[src/rtl/pulse_stretch_pkg.sv]
// Shared types and helpers for the pulse_stretch output driver family.
package pulse_stretch_pkg;

    typedef enum logic [1:0] {
        StIdle = 2'd0,
        StHigh = 2'd1,
        StGap  = 2'd2
    } state_e;

    // Bits needed to hold values 0..v-1; never less than one bit.
    function automatic int unsigned clog2(input int unsigned v);
        int unsigned r;
        int unsigned p;
        r = 0;
        p = 1;
        while (p < v) begin
            p = p << 1;
            r = r + 1;
        end
        return (r == 0) ? 1 : r;
    endfunction

endpackage

[src/rtl/pulse_stretch_satcnt.sv]
// Saturating up/down counter with sync clear and a registered overflow flag.
module pulse_stretch_satcnt #(
    parameter int unsigned MAX = 7,
    parameter int unsigned W   = 3
) (
    input  logic         clk,
    input  logic         rst_n,
    input  logic         clr,
    input  logic         inc,
    input  logic         dec,
    output logic [W-1:0] cnt,
    output logic         ovf
);

    localparam logic [W-1:0] MaxV = W'(MAX);

    logic [W-1:0] cnt_q, cnt_d;
    logic         ovf_q, ovf_d;

    always_comb begin
        cnt_d = cnt_q;
        ovf_d = 1'b0;
        if (clr) begin
            cnt_d = '0;
        end else if (inc && !dec) begin
            if (cnt_q == MaxV) begin
                ovf_d = 1'b1;
            end else begin
                cnt_d = cnt_q + W'(1);
            end
        end else if (dec && !inc && (cnt_q != '0)) begin
            cnt_d = cnt_q - W'(1);
        end
    end

    always_ff @(posedge clk or negedge rst_n) begin
        if (!rst_n) begin
            cnt_q <= '0;
            ovf_q <= 1'b0;
        end else begin
            cnt_q <= cnt_d;
            ovf_q <= ovf_d;
        end
    end

    assign cnt = cnt_q;
    assign ovf = ovf_q;

endmodule

[src/rtl/pulse_stretch.sv]
// Stretches single-cycle strobes into fixed HIGH pulses separated by a guaranteed
// low gap; strobes arriving while busy are queued in a saturating counter.
module pulse_stretch
    import pulse_stretch_pkg::*;
#(
    parameter int unsigned HOLD = 1000,
    parameter int unsigned GAP  = 1000,
    parameter int unsigned PEND = 7,
    parameter int unsigned PW   = clog2(PEND + 1)
) (
    input  logic          clk,
    input  logic          rst_n,
    input  logic          stb,
    input  logic          clr,
    output logic          out,
    output logic          busy,
    output logic [PW-1:0] pending,
    output logic          ovf
);

    localparam int unsigned MaxHg = (HOLD > GAP) ? HOLD : GAP;
    localparam int unsigned CW    = clog2(MaxHg + 1);
    localparam logic [CW-1:0] HoldLd = CW'(HOLD - 1);
    localparam logic [CW-1:0] GapLd  = CW'(GAP - 1);

    state_e        state_q, state_d;
    logic [CW-1:0] cnt_q, cnt_d;
    logic          q_inc, q_dec;

    always_comb begin
        state_d = state_q;
        cnt_d   = cnt_q;
        q_inc   = 1'b0;
        q_dec   = 1'b0;
        case (state_q)
            StIdle: begin
                // A strobe in idle starts the pulse directly and is not queued.
                if (stb) begin
                    state_d = StHigh;
                    cnt_d   = HoldLd;
                end
            end
            StHigh: begin
                q_inc = stb;
                if (cnt_q != '0) begin
                    cnt_d = cnt_q - CW'(1);
                end else begin
                    state_d = StGap;
                    cnt_d   = GapLd;
                end
            end
            StGap: begin
                q_inc = stb;
                if (cnt_q != '0) begin
                    cnt_d = cnt_q - CW'(1);
                end else if (!clr && ((pending != '0) || stb)) begin
                    // Queue after this cycle's strobe is non-empty: chain the next pulse.
                    state_d = StHigh;
                    cnt_d   = HoldLd;
                    q_dec   = 1'b1;
                end else begin
                    state_d = StIdle;
                end
            end
            default: begin
                state_d = StIdle;
                cnt_d   = '0;
            end
        endcase
    end

    always_ff @(posedge clk or negedge rst_n) begin
        if (!rst_n) begin
            state_q <= StIdle;
            cnt_q   <= '0;
        end else begin
            state_q <= state_d;
            cnt_q   <= cnt_d;
        end
    end

    pulse_stretch_satcnt #(
        .MAX (PEND),
        .W   (PW)
    ) u_pend (
        .clk   (clk),
        .rst_n (rst_n),
        .clr   (clr),
        .inc   (q_inc),
        .dec   (q_dec),
        .cnt   (pending),
        .ovf   (ovf)
    );

    assign out  = (state_q == StHigh);
    assign busy = (state_q != StIdle);

endmodule

[config.mk]
export PLATFORM = sky130hd
export DESIGN_NAME = pulse_stretch
export DESIGN_NICKNAME = d
export VERILOG_FILES = /design/src/rtl/pulse_stretch_pkg.sv /design/src/rtl/pulse_stretch_satcnt.sv /design/src/rtl/pulse_stretch.sv
export SDC_FILE = /design/constraint.sdc
export NUM_CORES = 1
export LEC_CHECK = 0
export BUFFER_PORTS_ARGS = -buffer_cell sky130_fd_sc_hd__buf_2
export CAP_MARGIN = 20
export CELL_PAD_IN_SITES_DETAIL_PLACEMENT = 0
export CELL_PAD_IN_SITES_GLOBAL_PLACEMENT = 2
export CORE_AREA = 2 2 59 61
export CTS_CLUSTER_DIAMETER = 200
export DETAILED_ROUTE_END_ITERATION = 10
export DIE_AREA = 0 0 61 63
export PLACE_DENSITY = 0.85
export SLEW_MARGIN = 20
export SYNTH_ARGS = -nofsm -noshare
export SYNTH_HDL_FRONTEND = slang
export SYNTH_SLANG_ARGS = --single-unit
[constraint.sdc]
create_clock -name clk -period 3.35 [get_ports clk]
set_clock_uncertainty 0.2 [all_clocks]
set_input_delay 0.67 -clock clk [delete_from_list [all_inputs] [get_ports clk]]
set_output_delay 0.67 -clock clk [all_outputs]
set_load 0.01 [all_outputs]
==> results.toml, run 1 <==
[setup_path]
crit_path_frequent_cell = "ha_1"
reg2reg_to = "u_pend.cnt[2]"
cp.required_ns = 3.35
reg2regPathDepth = 11
rrSetupSlack_ns = 0.65
r2r_start = "cnt_q[0]"
cp-start-kind = "flop"
endpoint_kind = "flop"
criticalPathCategory = "flop to flop"
cpPeakStageDelay_ns = 0.44
crit_fanout = 5
path_cells = "inv_1 -> ha_1 -> or3b_4 -> nor4b_4 -> a21o_4 -> xor2_1 -> ha_1 -> nor2_1 -> mux2i_1 -> a22oi_1 -> o41ai_2"
cp.arrival_ns = 2.69
slowest_stage = "or3b_4"

[global_route]
grt_max_degree = 17
grt_pass1_vias = 934
grt_first_pass_wirelength_microns = 4280
antenna_found_initial = 0
grtUsageTotal = 0.145
grt_overflow = 0

[pwr]
peakVddDrop_uv = 311
power.leakage_nw = 0.542
power.total_w = 0.000995
pwr_density_cell_nw_per_um2 = 815

[yosys]
syn_inst = 121
syn_avg_cell_area_sq_um = 8.91
syn-num-nets = 131
synth_compound_area_frac = 0.288
synth_area_leaders = "dfrtp_1, ha_1, o21ai_0"
synth_area_sq_um = 1080
synth_warnings = 0
synthSimpleGateAreaFrac = 0.218
yosys.area.top_type_share = 0.371
synth_cell_types = 39
yosys.area.top_type = "dfrtp_1"
synth.ff_latch_count = 16
synthMuxAreaShare = 0.00928
synth_fa_ha_area_frac = 0.0696
yosys.area_share.xor_xnor = 0.00812
synth_top_family_by_area = "compound AO/OA/AOI/OAI gates"
yosysSeqAreaShare = 0.371

[clocking]
cts.sinks = 16
cts_tree = "yes"
cts_root_buffer = "clkbuf_4"
insertion_delay_ns = 0.29
cts-resized-gates = 0
ctsHoldBuffers = 0
clk_pin_slew_ns = 0.10
numCtsBuffers = 3
cts_max_path_buffers = 2
htreeDepth = 1
post_cts_buffers = 0

[timing]
relSlewSlack = 0.642
finalHoldViolCount = 0
tightest_slew_ns = 0.536
clock.fmax_ghz = 0.371
setup_viol = 0
rsz0062_at_grt = "false"
fin_crit_sh = 0.805
slew_viol_final = 0
period_needed_ns = 2.70
setup-tns-final_ns = 0

[status]
outcome = "finished clean"

[floorplanning]
core-area_sq_um = 3230
die_width_microns = 61
initial_utilization = 0.334
die_area_sq_um = 3840
die_h_microns = 63
rows = 21
ios = 10

[placement]
port_buffers = 9
post-dp-hpwl_microns = 1830
gp_congestion = 0.749
dp.cells = 175

[routing]
drt-wirelength-per-cell_microns = 13.4
final_antenna_net_count = 0
drc = 0
viasPerCell = 5.28
num_vias = 946
drt_iter0_markers = 26
firstDrtPassIters = 4
totalWireLength_microns = 2400

[final_layout]
areaGrowthSynthToFinish_pct = 13.1
nets = 144
finalNonFillerCells = 179
antenna_cells = 0
drive_gt1_frac = 0.180

[min_path]
hold_path.class = "input port to asynchronous set/reset pin"

[flow_run]
max-cap-violations = 0
## power breakdown
part | internal [W] | leakage [nW] | switching, W | total, W
logic | 0.000205 | 0.326 | 0.000278 | 0.000483
clock network | 0.0000661 | 0.0210 | 0.0000674 | 0.000134
registers | 0.000270 | 0.195 | 0.000108 | 0.000378
## worst max path at each step
| stage | slack [ns] | endpoint | startpoint | cells past startpoint |
|---|---|---|---|---|
| final | 0.65 | u_pend.cnt[2] | cnt_q[0] | 11 |
| after global placement | 0.75 | u_pend.cnt[2] | cnt_q[0] | 11 |
| after floorplan | 0.68 | u_pend.cnt[2] | cnt_q[0] | 11 |
| after global routing | 0.40 | u_pend.cnt[2] | cnt_q[0] | 11 |
| after CTS | 0.65 | u_pend.cnt[2] | cnt_q[0] | 11 |
| after detailed placement | 0.67 | u_pend.cnt[2] | cnt_q[0] | 11 |
## cell usage in the layout, fill, tap and decap left out, drive strengths merged
cell type / instances
buf: 11
inv: 7
nor2: 10
dfrtp: 16
or4: 1
a31oi: 5
nor4b: 1
a21o: 2
o31ai: 6
and2b: 1
nor3b: 2
nor2b: 1
or3: 1
nor3: 3
nor4: 3
xor2: 1
nand2: 13
o21bai: 1
o22a: 1
o2bb2ai: 1
a221oi: 1
a21boi: 1
or2: 1
mux2i: 1
a41oi: 1
or3b: 1
clkbuf: 4
nand2b: 3
ha: 6
a22oi: 1
o41ai: 1
a21oi: 8
o21ai: 14
o311ai: 1
nand3: 1
a311oi: 1
## critical path: cells and delay by family, from the launching register on
family | cells | cell delay (ns)
AO/OA/AOI/OAI | 3 | 0.38
adder cells (fa/ha/maj) | 2 | 0.38
multiplexers | 1 | 0.22
XOR/XNOR | 1 | 0.15
AND/OR/NAND/NOR | 3 | 0.75
buffers and inverters | 1 | 0.09
flip-flops | 1 | 0.43
## routing by layer
layer / global-route usage / up-vias / wire length (microns)
met5: 0 / - / 0
met4: 0.0489 / 0 / 15
met3: 0.0311 / 2 / 91
met2: 0.216 / 20 / 1070
met1: 0.205 / 451 / 1210
li1: - / 473 / -
## cell families after synthesis
group                    after synthesis
buffers and inverters                 10
adder cells (fa/ha/maj)                6
XOR/XNOR                               1
AO/OA/AOI/OAI                         45
multiplexers                           1
flip-flops                            16
AND/OR/NAND/NOR                       42
## state kept, by name, indices dropped and copies added (netlist names)
signal / count
state_q: 2
u_pend.cnt: 3
u_pend.ovf: 1
cnt_q: 10
## area by class of cell
class,instances,area [sq um]
Tap cell,46,57.6
Multi-Input combinational cell,95,639
Clock buffer,4,36.3
Inverter,7,26.3
Timing Repair Buffer,11,60.1
Fill cell,353,2010
Sequential cell,16,400
## Yosys cell counts
cell       number
nand2_1        13
a22oi_1         1
nand2b_1        3
o21ai_0        13
nor4b_4         1
mux2i_1         1
nor4_1          2
nor3_1          3
a221oi_1        1
nor2b_1         1
o311ai_1        1
o41ai_2         1
a311oi_1        1
xor2_1          1
or3_1           1
a21boi_1        1
a41oi_1         1
a31oi_1         5
ha_1            6
nand3_1         1
dfrtp_1        16
a21oi_1         8
o21bai_1        1
a21o_4          1
clkbuf_1        2
nor2_1         10
nor4_2          1
or4_2           1
and2b_1         1
o21ai_2         1
or3b_4          1
or2_2           1
a21o_1          1
o31ai_1         6
buf_2           1
inv_1           7
o2bb2ai_2       1
o22a_1          1
nor3b_1         2
## stage by stage
stage | cell area [sq um] | util | hold slack, ns | setup slack [ns]
finish | 1220 | 0.377 | 0.0791 | 0.654
global route | 1220 | 0.377 | 0.0854 | 0.395
CTS | 1220 | 0.377 | 0.0901 | 0.646
detailed placement | 1180 | 0.366 | 0.315 | 0.668
global placement | 1180 | 0.366 | 0.308 | 0.751
floorplan | 1080 | - | 0.174 | 0.684
No activity file was read; power rests on OpenSTA's default activity.
==> inputs of run 2 (changes only) <==
--- a/config.mk
+++ b/config.mk
@@ -9,11 +9,11 @@
 export CAP_MARGIN = 20
 export CELL_PAD_IN_SITES_DETAIL_PLACEMENT = 0
 export CELL_PAD_IN_SITES_GLOBAL_PLACEMENT = 2
-export CORE_AREA = 2 2 59 61
+export CORE_AREA = 2 2 62 64
 export CTS_CLUSTER_DIAMETER = 200
 export DETAILED_ROUTE_END_ITERATION = 10
-export DIE_AREA = 0 0 61 63
-export PLACE_DENSITY = 0.85
+export DIE_AREA = 0 0 64 66
+export PLACE_DENSITY = 0.81
 export SLEW_MARGIN = 20
 export SYNTH_ARGS = -nofsm -noshare
 export SYNTH_HDL_FRONTEND = slang
==> constraint.sdc (replaced) <==
create_clock -name clk -period 2.4 [get_ports clk]
set_clock_uncertainty 0.2 [all_clocks]
set_input_delay 0.48 -clock clk [delete_from_list [all_inputs] [get_ports clk]]
set_output_delay 0.48 -clock clk [all_outputs]
set_load 0.01 [all_outputs]
==> run 2 against run 1 <==
Effect of this change: the flow now finishes with violations (negative setup slack); flip-flop and latch count is the same; sequential share of layout area fell by 5.3 points; count of clock-buffer cells in the layout unchanged; first-iteration DRC count is 3.8% higher; critical endpoint unchanged.
==> results.toml, run 2 (synthesis gave the netlist of run 1 again) <==
[routing]
totalWireLength_microns = 2840
viasPerCell = 5.20
num_vias = 1065
drt-wirelength-per-cell_microns = 13.8
final_antenna_net_count = 0
drc = 0
firstDrtPassIters = 4
drt_iter0_markers = 27

[status]
outcome = "finished, violations left"
violations = "negative setup slack"

[global_route]
antenna_found_initial = 0
grt_overflow = 0
grtUsageTotal = 0.148
grt_max_degree = 17
grt_first_pass_wirelength_microns = 4890
grt_pass1_vias = 1080

[timing]
tightest_slew_ns = 0.476
finalHoldViolCount = 0
clock.fmax_ghz = 0.383
fin_crit_sh = 1.09
hold_slack_ns = 0.265
slew_viol_final = 0
period_needed_ns = 2.61
layout_setup_ws_ns = -0.210
rsz0062_at_grt = "true"
setup-tns-final_ns = -0.210
relSlewSlack = 0.680
setup_viol = 1

[final_layout]
antenna_cells = 0
finalInstanceArea_sq_um = 1460
areaGrowthSynthToFinish_pct = 35.0
mostFrequentLayoutCells = "buf_4, dfrtp_1, nand2_1"
utilization = 0.410
largest_reg_flops = 10
nets = 168
regMostFlops = "cnt_q"
drive_gt1_frac = 0.344
final_common_cell = "buf_4"

[pwr]
power.total_w = 0.00162
pwr_density_cell_nw_per_um2 = 1110
power.leakage_nw = 0.665
peakVddDrop_uv = 432

[setup_path]
rrSetupSlack_ns = -0.21
cp_num_buf_inv = 1
cpPeakStageDelay_ns = 0.40
cp_top_family = "simple AND/OR/NAND/NOR gates"
endpoint_kind = "flop"
cp-start-kind = "flop"
cp.arrival_ns = 2.61
criticalPathCategory = "flop to flop"
path_cells = "inv_2 -> ha_4 -> or3b_4 -> nor4b_4 -> a21o_4 -> xor2_2 -> ha_2 -> nor2_1 -> mux2i_1 -> a22oi_1 -> o41ai_2"
slowest_stage = "dfrtp_1"
cp.required_ns = 2.40
crit_fanout = 2

[min_path]
hold_path.class = "input port to flop"

[floorplanning]
ios = 10
die_width_microns = 64
core-area_sq_um = 3550
initial_utilization = 0.304
die_area_sq_um = 4220
die_h_microns = 66
rows = 22

[flow_run]
max-cap-violations = 0

[clocking]
insertion_delay_ns = 0.30
cts.sinks = 16
cts_root_buffer = "clkbuf_4"
htreeDepth = 1
numCtsBuffers = 3
cts_tree = "yes"
cts_max_path_buffers = 2
clk_pin_slew_ns = 0.10

[placement]
place_area_sq_um = 1350
port_buffers = 9
gp_congestion = 0.834
post-dp-hpwl_microns = 2120
[run 2: cell types whose count changed in the layout (fill, tap and decap cells not counted), sizes merged]
| cell | previous run | this run |
|---|---|---|
| buf | 11 | 34 |
| dlygate4sd3 | 0 | 1 |
[run 2: per-layer routing]
| metal | wire length, microns | track usage |
|---|---|---|
| met5 | 0 | 0 |
| met4 | 20 | 0.0435 |
| met3 | 88 | 0.0358 |
| met2 | 1430 | 0.262 |
| met1 | 1300 | 0.176 |
[run 2: final cells by class]
cell class	count	area, sq um
Tap cell	48	60.1
Inverter	7	26.3
Timing Repair Buffer	35	243
Clock buffer	4	36.3
Multi-Input combinational cell	95	691
Fill cell	355	2090
Sequential cell	16	400
[run 2: path summary, 6_finish.rpt]
path                               start             to  cells past startpoint
worst max-delay path            cnt_q[0]  u_pend.cnt[2]                     11
worst min-delay path                 clr  u_pend.cnt[2]                      2
worst max register to register  cnt_q[0]  u_pend.cnt[2]                     11
worst min register to register  cnt_q[7]       cnt_q[7]                      2
max in group asynchronous          rst_n  u_pend.cnt[1]                      2
min in group asynchronous          rst_n     state_q[0]                      2
[run 2: report_power, final]
group	internal, W	switching [W]
clock	0.0000926	0.0000982
combinational	0.000446	0.000512
sequential	0.000378	0.0000957
[run 2: timing repair]
item	4_1_cts	5_1_grt
hold buffers	1	0
pin swaps	1	7
setup buffers	0	3
resized for setup	0	10
hold endpoints to repair	16	0
setup endpoints to repair	2	9
[run 2: through the flow]
stage | instances | worst slack (ns)
3_5_place_dp | 198 | -0.185
3_3_place_gp | 198 | -0.0822
4_1_cts | 203 | -0.205
6_report | 205 | -0.210
5_1_grt | 205 | -0.309
2_1_floorplan | 121 | -0.265
